## src/rtl/uart_rx_fifo_if.sv

```systemverilog
// CPU-side read port of the UART receiver: FIFO pop, error clear and status.
interface uart_rx_fifo_if;
  logic       rd_en;
  logic       err_clr;
  logic [7:0] rd_data;
  logic       rx_valid;
  logic       overrun;
  logic       frame_err;

  modport master (output rd_en, err_clr, input rd_data, rx_valid, overrun, frame_err);
  modport slave  (input rd_en, err_clr, output rd_data, rx_valid, overrun, frame_err);
endinterface

```

## src/rtl/uart_rx_fifo.sv

```systemverilog
// 8N1 UART receiver with mid-bit sampling feeding a first-word fall-through
// receive FIFO with sticky overrun and framing-error flags.
module uart_rx_fifo #(
  parameter int CLKS_PER_BIT = 868,
  parameter int FIFO_DEPTH   = 4
) (
  input  logic          CLK100MHZ,
  input  logic          rst_n,
  input  logic          uart_txd_in,
  uart_rx_fifo_if.slave cpu
);

  localparam int PTR_W = $clog2(FIFO_DEPTH);
  localparam int CNT_W = PTR_W + 1;
  localparam logic [15:0] HALF_BIT  = 16'(CLKS_PER_BIT / 2);
  localparam logic [15:0] LAST_TICK = 16'(CLKS_PER_BIT - 1);
  localparam logic [CNT_W-1:0] FULL_CNT = CNT_W'(FIFO_DEPTH);

  typedef enum logic [2:0] {IDLE, START, DATA, STOP, WAIT_IDLE} rx_state_t;

  rx_state_t        state, state_next;
  logic             sync1, sync2, line_d;
  logic [15:0]      timer, timer_next;
  logic [2:0]       bit_cnt, bit_cnt_next;
  logic [7:0]       shift_reg, shift_next;
  logic             push, stop_bad;

  logic [7:0]       mem [FIFO_DEPTH];
  logic [PTR_W-1:0] wr_ptr, rd_ptr;
  logic [CNT_W-1:0] count;
  logic             overrun_q, frame_err_q;
  logic             pop, full, wr_accept, drop;

  always_ff @(posedge CLK100MHZ) begin
    if (!rst_n) begin
      sync1     <= 1'b1;
      sync2     <= 1'b1;
      line_d    <= 1'b1;
      state     <= IDLE;
      timer     <= '0;
      bit_cnt   <= '0;
      shift_reg <= '0;
    end else begin
      sync1     <= uart_txd_in;
      sync2     <= sync1;
      line_d    <= sync2;
      state     <= state_next;
      timer     <= timer_next;
      bit_cnt   <= bit_cnt_next;
      shift_reg <= shift_next;
    end
  end

  // Start edge is a registered high-to-low on the synchronized line; the
  // half-bit recheck in START rejects glitches shorter than half a bit.
  always_comb begin
    state_next   = state;
    timer_next   = timer;
    bit_cnt_next = bit_cnt;
    shift_next   = shift_reg;
    push         = 1'b0;
    stop_bad     = 1'b0;
    case (state)
      IDLE: begin
        if (line_d && !sync2) begin
          state_next = START;
          timer_next = '0;
        end
      end
      START: begin
        if (timer == HALF_BIT) begin
          timer_next = '0;
          if (!sync2) begin
            state_next   = DATA;
            bit_cnt_next = '0;
          end else begin
            state_next = IDLE;
          end
        end else begin
          timer_next = timer + 16'd1;
        end
      end
      DATA: begin
        if (timer == LAST_TICK) begin
          timer_next   = '0;
          shift_next   = {sync2, shift_reg[7:1]};
          bit_cnt_next = bit_cnt + 3'd1;
          if (bit_cnt == 3'd7) state_next = STOP;
        end else begin
          timer_next = timer + 16'd1;
        end
      end
      STOP: begin
        if (timer == LAST_TICK) begin
          timer_next = '0;
          if (sync2) begin
            push       = 1'b1;
            state_next = IDLE;
          end else begin
            stop_bad   = 1'b1;
            state_next = WAIT_IDLE;
          end
        end else begin
          timer_next = timer + 16'd1;
        end
      end
      WAIT_IDLE: begin
        if (sync2) state_next = IDLE;
      end
      default: state_next = IDLE;
    endcase
  end

  // A pop frees a slot in the same cycle, so a push into a full FIFO is kept
  // whenever it coincides with a read.
  assign pop       = cpu.rd_en && (count != '0);
  assign full      = (count == FULL_CNT);
  assign wr_accept = push && (!full || pop);
  assign drop      = push && full && !pop;

  always_ff @(posedge CLK100MHZ) begin
    if (wr_accept) mem[wr_ptr] <= shift_reg;
  end

  always_ff @(posedge CLK100MHZ) begin
    if (!rst_n) begin
      wr_ptr      <= '0;
      rd_ptr      <= '0;
      count       <= '0;
      overrun_q   <= 1'b0;
      frame_err_q <= 1'b0;
    end else begin
      if (wr_accept) wr_ptr <= wr_ptr + PTR_W'(1);
      if (pop)       rd_ptr <= rd_ptr + PTR_W'(1);
      case ({wr_accept, pop})
        2'b10:   count <= count + CNT_W'(1);
        2'b01:   count <= count - CNT_W'(1);
        default: count <= count;
      endcase
      if (drop)             overrun_q <= 1'b1;
      else if (cpu.err_clr) overrun_q <= 1'b0;
      if (stop_bad)         frame_err_q <= 1'b1;
      else if (cpu.err_clr) frame_err_q <= 1'b0;
    end
  end

  assign cpu.rx_valid  = (count != '0);
  assign cpu.rd_data   = (count != '0) ? mem[rd_ptr] : 8'h00;
  assign cpu.overrun   = overrun_q;
  assign cpu.frame_err = frame_err_q;

endmodule

```

## src/flat_wrapper.sv

```systemverilog
// flat-port wrapper written by rule: the top's interface ports become plain ports
module uart_rx_fifo_flat 
#(
  parameter int CLKS_PER_BIT = 868,
  parameter int FIFO_DEPTH   = 4
)
  (CLK100MHZ, rst_n, uart_txd_in, cpu_rd_en, cpu_err_clr, cpu_rd_data, cpu_rx_valid, cpu_overrun, cpu_frame_err);
  uart_rx_fifo_if cpu_i ();
  input  logic CLK100MHZ;
  input  logic rst_n;
  input  logic uart_txd_in;
  input wire logic [$bits(cpu_i.rd_en)-1:0] cpu_rd_en;
  input wire logic [$bits(cpu_i.err_clr)-1:0] cpu_err_clr;
  output wire logic [$bits(cpu_i.rd_data)-1:0] cpu_rd_data;
  output wire logic [$bits(cpu_i.rx_valid)-1:0] cpu_rx_valid;
  output wire logic [$bits(cpu_i.overrun)-1:0] cpu_overrun;
  output wire logic [$bits(cpu_i.frame_err)-1:0] cpu_frame_err;
  assign cpu_i.rd_en = cpu_rd_en;
  assign cpu_i.err_clr = cpu_err_clr;
  assign cpu_rd_data = cpu_i.rd_data;
  assign cpu_rx_valid = cpu_i.rx_valid;
  assign cpu_overrun = cpu_i.overrun;
  assign cpu_frame_err = cpu_i.frame_err;
  uart_rx_fifo #(.CLKS_PER_BIT(CLKS_PER_BIT), .FIFO_DEPTH(FIFO_DEPTH)) u_core (.CLK100MHZ(CLK100MHZ), .rst_n(rst_n), .uart_txd_in(uart_txd_in), .cpu(cpu_i));
endmodule
```

## config.mk

```make
export PLATFORM = sky130hd
export DESIGN_NAME = uart_rx_fifo_flat
export DESIGN_NICKNAME = d
export VERILOG_FILES = /design/src/rtl/uart_rx_fifo_if.sv /design/src/rtl/uart_rx_fifo.sv /design/src/flat_wrapper.sv
export SDC_FILE = /design/constraint.sdc
export NUM_CORES = 1
export LEC_CHECK = 0
export BUFFER_PORTS_ARGS = -buffer_cell sky130_fd_sc_hd__buf_4
export CELL_PAD_IN_SITES_DETAIL_PLACEMENT = 1
export CELL_PAD_IN_SITES_GLOBAL_PLACEMENT = 1
export CORE_MARGIN = 4
export CORE_UTILIZATION = 35
export DETAILED_ROUTE_END_ITERATION = 16
export GPL_ROUTABILITY_DRIVEN = 0
export PLACE_DENSITY_LB_ADDON = 0.2
export SYNTH_ARGS = -nofsm -noshare
export SYNTH_HDL_FRONTEND = slang
export SYNTH_SLANG_ARGS = --single-unit
```

## constraint.sdc

```tcl
create_clock -name CLK100MHZ -period 3.44 [get_ports CLK100MHZ]
set_input_delay 0.516 -clock CLK100MHZ [delete_from_list [all_inputs] [get_ports CLK100MHZ]]
set_output_delay 0.516 -clock CLK100MHZ [all_outputs]
set_load 0.05 [all_outputs]
```

# Word level (Yosys, flattened, before mapping)

Memories as Yosys holds them, arrays and structs flattened. A register that Yosys moved wholly into a read port is not among the register bits.
Cells that the tools add are included.
Widths: inputs -> output; s select.

Flip-flop bits (word level): 42
Bits in latches: 0
Bits in writable memories: 32
ROM bits: 0
Bits of input ports: 5
Output and inout port bits: 11
Memories: 1

Memory list:

| memory     | depth | bits a word | read ports | clocked after memory_dff | write ports | RTL line           | text |
|---|---|---|---|---|---|---|---|
| u_core.mem | 4     | 8           | 1          | 1                        | 1           | uart_rx_fifo.sv:28 | `logic [7:0] mem [FIFO_DEPTH];` |

$add $sub $neg: 6
Multipliers: 0
Div/mod/pow operators: 0
Order comparisons: 0
Equal/unequal tests: 17
Shift operators: 0
Mux-type cells: 32
Bitwise operators: 0
Reductions and logical operators: 21

Operators by type and width:

| cell                  | number |
|---|---|
| $mux 16               | 3 |
| $pmux 16 s3           | 1 |
| $mux 3                | 10 |
| $add 16x1->16 const B | 1 |
| $eq 16x10->1 const B  | 1 |
| $eq 16x9->1 const B   | 1 |
| $pmux 3 s5            | 1 |
| $ne 2x1->1 const B    | 6 |
| $pmux 3 s2            | 2 |
| $mux 1                | 11 |
| $eq 3x3->1 const B    | 3 |
| $mux 8                | 1 |
| $reduce_bool 2->1     | 4 |
| $add 3x1->3 const B   | 2 |
| $eq 3x2->1 const B    | 2 |
| $mux 2                | 3 |
| $reduce_and 6->1      | 1 |
| $reduce_bool 3->1     | 2 |
| $logic_and 1x1->1     | 5 |
| $add 2x1->2 const B   | 2 |
| $reduce_and 2->1      | 2 |
| $reduce_and 4->1      | 1 |
| $eq 3x1->1 const B    | 1 |
| $logic_not 1->1       | 3 |
| 7 further kinds       | 7 |

# Logic depth before layout (Yosys ltp)

Gate-level depths: netlist of the first run.

Depth after elaboration: 6
Depth in mapped cells: 12

# Worst setup path before layout of the first run

No wires, ideal clock.

Kind: reg2reg
Start: register u_core.timer[2]
End: register u_core.count[2]
Setup time: 0.076 ns
Data arrival time: 2.615 ns
Data required time: 3.364 ns
Path slack: 0.749 ns
Cell stages (with the launch flop): 12
Path buffers: 0
Path through: dfxtp_1 or4_1 nor4_4 nand2_2 nor3b_2 inv_2 ha_1 inv_1 fa_1 xor2_1 or3_1 a21boi_0

Word-level cells in the longest chain between the ends: 6
Elaborated cells between the ends (all ways): 8
Those cells by class: eq/ne (3); mux (3); reduce/logical (2)

RTL lines:

| item                                            | RTL line            | text |
|---|---|---|
| start: declaration                              | uart_rx_fifo.sv:23  | `logic [15:0] timer, timer_next;` |
| start signal: assignment                        | uart_rx_fifo.sv:48  | `timer <= timer_next;` |
| $eq 16x10->1 (*)                                | uart_rx_fifo.sv:94  | `if (timer == LAST_TICK) begin` |
| $mux 1 (*)                                      | uart_rx_fifo.sv:94  |  |
| $mux 1 (*)                                      | uart_rx_fifo.sv:63  | `case (state)` |
| $logic_and 1x1->1 (*)                           | uart_rx_fifo.sv:118 | `assign wr_accept = push && (!full \|\| pop);` |
| $eq 2x1->1 or $eq 2x2->1 (tied branches)        | uart_rx_fifo.sv:135 | `case ({wr_accept, pop})` |
| $pmux 3 s2 or $reduce_bool 2->1 (tied branches) | n/a                 |  |
| end signal: assignment                          | uart_rx_fifo.sv:136 | `2'b10: count <= count + CNT_W'(1);` |
| end signal: assignment                          | uart_rx_fifo.sv:137 | `2'b01: count <= count - CNT_W'(1);` |
| end signal: assignment                          | uart_rx_fifo.sv:138 | `default: count <= count;` |
| end: declaration                                | uart_rx_fifo.sv:30  | `logic [CNT_W-1:0] count;` |

Mark *: on every way between the ends. The rest lies on a longest branch, timed or not.
A chain may end at the register's enable or synchronous reset.

# Final worst setup path of the first run

Start: register u_core.timer[1]
End: register u_core.count[2]

Same word-level chain as after synthesis.

==> metrics.md, run 1 <==
| Metric | Value |
|---|---|
| Largest area contributor in the netlist | `edfxtp_1` |
| Die H | `106 um` |
| Antenna cells | `0` |
| Gr usage total | `12.6%` |
| Post-CTS Resized | `0` |
| Worst path cell trace | `ha_1, or3b_2, nor4_4, nand2_2, nor3b_2, inv_2, ha_1, inv_1, fa_1, xor2_1, or3_1, a21boi_0` |
| Final ANT Viol Nets | `0` |
| Initial antenna violation count | `0` |
| Worst Path Required | `3.70 ns` |
| Crit. End Element | `flip-flop` |
| Post-Place Worst Slack | `0.386 ns` |
| Warnings, synthesis | `0` |
| Post-synth EDFFs | `32` |
| Critical-path top delay cell | `or3b_2` |
| Hold Buf Count CTS | `0` |
| Multi-input gate area in the final layout | `1410 um2` |
| Worst VDD drop | `0.146 mV` |
| Crit. Startpoint | `u_core.timer[1]` |
| Slowest stage delay, CP | `0.48 ns` |
| Worst reg2reg path depth | `12` |
| Clock slew at reported path FFs | `0.08 ns` |
| Worst Hold Depth | `2` |
| Number of buffers added on ports | `15` |
| CTS tree | `done` |
| Worst-case clock buffer depth | `2` |
| Initial core utilization | `36.1%` |
| Htree depth | `3` |
| Nets | `323` |
| WS Path Type | `reg -> reg` |
| Fill cell count | `1039` |
| Drt total wl | `6460 um` |
| Routed vias/inst | `4.75` |
| Power Dens Cells | `454 nW/um2` |
| Final setup viols | `0` |
| Pre-antenna DRT Iters | `4` |
| Root buffer selected by CTS | `clkbuf_8` |
| Post-synthesis cell area | `3350 um2` |
| Slew Limit Fails | `0` |
| Status | `finished, final reports clean` |
| Syn-to-layout area delta | `14.3%` |
| Fin worst setup slack | `0.398 ns` |
| Synth cell types | `43` |
| CP most frequent cell | `ha_1` |
| DR vias | `2098` |
| Share of cells above drive strength 1 | `16.3%` |
| Average wire per standard cell | `14.6 um` |
| Worst-margin pin slew | `0.660 ns` |
| Register area share after synthesis | `54.9%` |
| Top cells by count, synth | `dfxtp_1 (44), edfxtp_1 (32), and2_1 (20)` |
| Reg2reg setup slack | `0.40 ns` |
| Max FFs per register | `32` |
| Avg Cell Area, Syn | `11.6 um2` |
| Mapped Cells | `290` |
| Seq. cell area | `1840 um2` |
| Fmax | `329 MHz` |
| Most common cell in the netlist | `dfxtp_1` |
| Area fraction of the dominant cell type after synthesis | `28.7%` |
| Reg2reg end | `u_core.count[2]` |
| Post-layout min period | `3.04 ns` |
| Synth Register Bits | `76` |
| Clock sink total | `76` |
| DRT iter0 DRCs | `52` |
| Leak Pwr | `1.24 nW` |
| Vias in the first global route | `2217` |
| Hold Path End | `u_core.sync1` |
| WP data arrival | `3.30 ns` |
| Max-cap violations | `0` |
| Setup_tns | `0 ns` |
| FP Rows | `35` |
| Post-DP HPWL | `4570 um` |
| Largest net degree at the start of global routing | `39` |
| Die width | `106 um` |
| Asr flop ratio synth | `0%` |
| Die area | `11200 um2` |
| RSZ-0062 raised after global routing | `no` |
| Num CTS Buffers | `9` |
| Worst-Skew Late Latency | `0.34 ns` |
| Final Hold Viols | `0` |
| Primary FF master, synth | `dfxtp_1` |
| Core Area | `9280 um2` |
| Tightest Hold Check Type | `in -> reg` |
| Critical path startpoint category | `flip-flop` |
| Synth top area cells | `edfxtp_1 (29%), dfxtp_1 (26%), mux4_2 (5.4%)` |
| Post-CTS Setup Bufs | `0` |
| Final Cycle Share | `88.4%` |
| Final Skew | `0.0111 ns` |
| Crit-path max FO | `6` |
| First-pass GRT wire length | `11000 um` |
| Post-synth net total | `305` |
| Worst reg2reg path startpoint | `u_core.timer[1]` |
| Grt ovf | `0` |
| IO Count | `16` |
| Worst slew margin | `56.0%` |
| Hold path start | `uart_txd_in` |
| DRC | `0` |
cells in the final DEF (no fill, tap or decap), types with 2 or more instances in the layout:
cell and instances:
nor2b_1 15, o22ai_1 3, or3_1 3, o21ai_0 7, mux4_2 8, nand3_1 5
ha_1 9, and2_1 20, nor3_1 8, and3_1 3, nand4_1 4, clkinvlp_4 2
clkbuf_8 9, nor4_1 4, nand2_1 17, dfxtp_1 44, xnor2_1 17, a31oi_1 2
nand2b_1 6, or3b_2 3, nor2_1 19, clkbuf_16 2, a21boi_0 2, buf_4 18
edfxtp_1 32, mux2i_1 10, a22oi_1 4, a21oi_1 2, nand3b_1 2, xor2_1 2
inv_1 14
area by class of cell:
class	count	share of cell area, %
multi-input combinational	188	36.7
sequential	76	48.1
timing repair buffer	18	3.53
clock buffer	12	4.64
inverter	15	1.47
tap	129	4.21
clock inverter	4	1.40
critical path: cells and delay by family, from the launching register on:
family	cells	cell delay, ns
simple gates	5	1.52
fa+ha+maj	3	0.62
flops	1	0.38
buf+inv	2	0.18
compound gates	1	0.18
xor+xnor	1	0.07
power by group:
group,switching (mW),leakage (nW),internal (mW)
clock,0.338,0.109,0.425
combinational,0.0234,0.475,0.0175
sequential,0.00410,0.651,0.934
total,0.365,1.24,1.38
through the flow:
stage          cells  power (mW)  hold slack (ns)  utilization, %  instance area (um2)
2_1_floorplan    290       0.987            0.386               -                 3350
3_3_place_gp     426        1.00            0.392            38.8                 3600
3_5_place_dp     426        1.00            0.402            38.8                 3600
4_1_cts          442        1.77            0.337            41.3                 3830
5_1_grt          442        1.81            0.370            41.3                 3830
6_report         442        1.74            0.357            41.3                 3830
per-layer routing:
metal / part of all wire [%] / GRT usage, % / vias to the layer above
li1: - / - / 1054
met5: 0 / 0 / -
met3: 2.2 / 2.39 / 11
met4: 1.8 / 5.55 / 0
met1: 47 / 15.7 / 1015
met2: 49 / 21.2 / 18
cells by family (layout without fill, tap and decap cells):
group / after synthesis / after routing / synth area share [%]
xor+xnor: 19 / 19 / 4.96
flops: 76 / 76 / 54.9
buf+inv: 26 / 49 / 3.13
compound gates: 25 / 25 / 4.93
fa+ha+maj: 10 / 10 / 3.96
simple gates: 116 / 116 / 19.7
mux: 18 / 18 / 8.36
worst max-delay path by stage:
stage                       to
2_1_floorplan  u_core.count[2]
3_3_place_gp   u_core.count[2]
3_5_place_dp   u_core.count[2]
4_1_cts        u_core.count[2]
5_1_grt        u_core.count[2]
6_report       u_core.count[2]
(Power assumes the default switching activity.)
==> run 2: changes to the inputs <==
- CORE_UTILIZATION: 35 -> 43
- clock period: 3.44 -> 3.05 ns (I/O delays scaled with it)
==> metrics.md, run 2 (same netlist as run 1, synthesis figures left out) <==
| Metric | Value |
|---|---|
| Final total power | `1.80 mW (was 1.74 mW)` |
| Power share of the sequential group | `58.7% (was 53.8%)` |
| Worst slew margin | `43.7% (was 56.0%)` |
| Die area | `9270 um2 (was 11200 um2)` |
| Final Cycle Share | `92.6% (was 88.4%)` |
| WS Path Type | `reg -> reg (unchanged)` |
| Core Area | `7410 um2 (was 9280 um2)` |
| Root buffer selected by CTS | `clkbuf_8 (unchanged)` |
| Placed insts | `396 (was 426)` |
| Clock slew at reported path FFs | `0.09 ns (was 0.08 ns)` |
| Final setup viols | `0 (unchanged)` |
| Most common cell after layout, fill and taps aside | `dfxtp_1 (unchanged)` |
| Initial antenna violation count | `0 (unchanged)` |
| Leak Pwr | `1.21 nW (was 1.24 nW)` |
| Vias in the first global route | `2211 (was 2217)` |
| Crit. End Element | `flip-flop (unchanged)` |
| Post-DP HPWL | `4390 um (was 4570 um)` |
| Pre-antenna DRT Iters | `4 (unchanged)` |
| Worst VDD drop | `0.266 mV (was 0.146 mV)` |
| Grt ovf | `0 (unchanged)` |
| Switching share of total power | `23.7% (was 21.0%)` |
| IO Count | `16 (unchanged)` |
| DRT iter0 DRCs | `35 (was 52)` |
| Max FFs per register | `32 (unchanged)` |
| FP Rows | `31 (was 35)` |
| Setup_tns | `0 ns (unchanged)` |
| Core Util, Final | `50.7% (was 41.3%)` |
| Clock sink total | `76 (unchanged)` |
| Post-layout min period | `2.82 ns (was 3.04 ns)` |
| Final Skew | `0.0107 ns (was 0.0111 ns)` |
| Worst-case clock buffer depth | `2 (unchanged)` |
| Status | `finished, final reports clean (unchanged)` |
| Final Hold Viols | `0 (unchanged)` |
| Psw | `427 uW (was 365 uW)` |
| Clock Power Share | `38.9% (was 43.8%)` |
| Syn-to-layout area delta | `12.0% (was 14.3%)` |
| Critical path startpoint category | `flip-flop (unchanged)` |
| Largest net degree at the start of global routing | `39 (unchanged)` |
| Antenna cells | `0 (unchanged)` |
| P_int | `1.37 mW (was 1.38 mW)` |
| Max-cap violations | `0 (unchanged)` |
| Most frequent cells in the layout | `dfxtp_1 (44), edfxtp_1 (32), and2_1 (20) (unchanged)` |
| Die H | `96.3 um (was 106 um)` |
| Share of cells above drive strength 1 | `16.9% (was 16.3%)` |
| Fin cells | `413 (was 442)` |
| First-pass GRT wire length | `10600 um (was 11000 um)` |
| Power Dens Cells | `480 nW/um2 (was 454 nW/um2)` |
| WP data arrival | `3.10 ns (was 3.30 ns)` |
| Hold Buf Count CTS | `0 (unchanged)` |
| Slew Limit Fails | `0 (unchanged)` |
| Final ANT Viol Nets | `0 (unchanged)` |
| Crit-path max FO | `4 (was 6)` |
| DRC | `0 (unchanged)` |
| Num CTS Buffers | `9 (unchanged)` |
| Drt total wl | `6240 um (was 6460 um)` |
| Routed vias/inst | `5.19 (was 4.75)` |
| Nets | `324 (was 323)` |
| Worst-Skew Late Latency | `0.35 ns (was 0.34 ns)` |
| CTS tree | `done (unchanged)` |
| Fmax | `354 MHz (was 329 MHz)` |
| Gate power share | `2.4% (about the same)` |
| Gr usage total | `15.3% (was 12.6%)` |
| Final Cell Area | `3760 um2 (was 3830 um2)` |
| DR vias | `2144 (was 2098)` |
| Worst Path Required | `3.33 ns (was 3.70 ns)` |
| Initial core utilization | `45.3% (was 36.1%)` |
| Worst-margin pin slew | `0.839 ns (was 0.660 ns)` |
| Average wire per standard cell | `15.1 um (was 14.6 um)` |
| Number of buffers added on ports | `15 (unchanged)` |
| Die width | `96.3 um (was 106 um)` |
| DP Area | `3560 um2 (was 3600 um2)` |
| Htree depth | `3 (unchanged)` |
| Tightest Hold Check Type | `in -> reg (unchanged)` |
| Fill cell count | `809 (was 1039)` |
## run 2: worst max-delay path, cell delays in order, from the launching register on
cell and delay (ns):
dfxtp_1 0.40, ha_2 0.22, or3b_2 0.48, nor4_4 0.22
nand2_2 0.12, nor3b_4 0.23, inv_2 0.08, ha_1 0.22
inv_1 0.08, fa_1 0.17, xor2_1 0.07, or3_1 0.30
a21boi_0 0.15
## run 2: final timing paths
check                                      from               to  slack [ns]  cells after the start
worst max-delay path            u_core.timer[1]  u_core.count[2]        0.23                     12
worst min-delay path                uart_txd_in     u_core.sync1        0.29                      2
worst max register to register  u_core.timer[1]  u_core.count[2]        0.23                     12
worst min register to register     u_core.sync1     u_core.sync2        0.42                      1
## run 2: metal layers
| metal | part of all wire, % | GRT usage [%] |
|---|---|---|
| met3 | 2.5 | 2.42 |
| met1 | 47 | 19.8 |
| met2 | 49 | 24.7 |
| met4 | 2.0 | 7.83 |
| met5 | 0 | 0 |
## run 2: power by group through the flow
stage / Combinational, mW / Sequential (mW) / Clock, mW
final: 0.0436 / 1.06 / 0.700
after global routing: 0.0484 / 1.06 / 0.770
after CTS: 0.0443 / 1.06 / 0.720
after detailed placement: 0.0442 / 1.08 / 0
after global placement: 0.0445 / 1.08 / 0
after floorplan: 0.0349 / 1.08 / 0
## run 2: final cells by class
type / count / area, um2 / area share (%)
sequential: 76 / 1840 / 49.0
multi-input combinational: 188 / 1420 / 37.7
timing repair buffer: 19 / 143 / 3.80
clock buffer: 10 / 128 / 3.40
tap: 99 / 124 / 3.30
inverter: 15 / 56.3 / 1.50
clock inverter: 6 / 48.8 / 1.30
## run 2: what timing repair did
action / CTS / global route
hold endpoints to repair: 0 / 0
endpoints found under the setup margin: 0 / 2
setup buffers: 0 / 1
resized for setup: 0 / 2
## run 2: through the flow
step | hold slack, ns | worst slack, ns
6_report | 0.287 | 0.226
2_1_floorplan | 0.386 | 0.359
3_3_place_gp | 0.389 | 0.251
5_1_grt | 0.284 | -0.000522
4_1_cts | 0.274 | 0.105
3_5_place_dp | 0.400 | 0.150
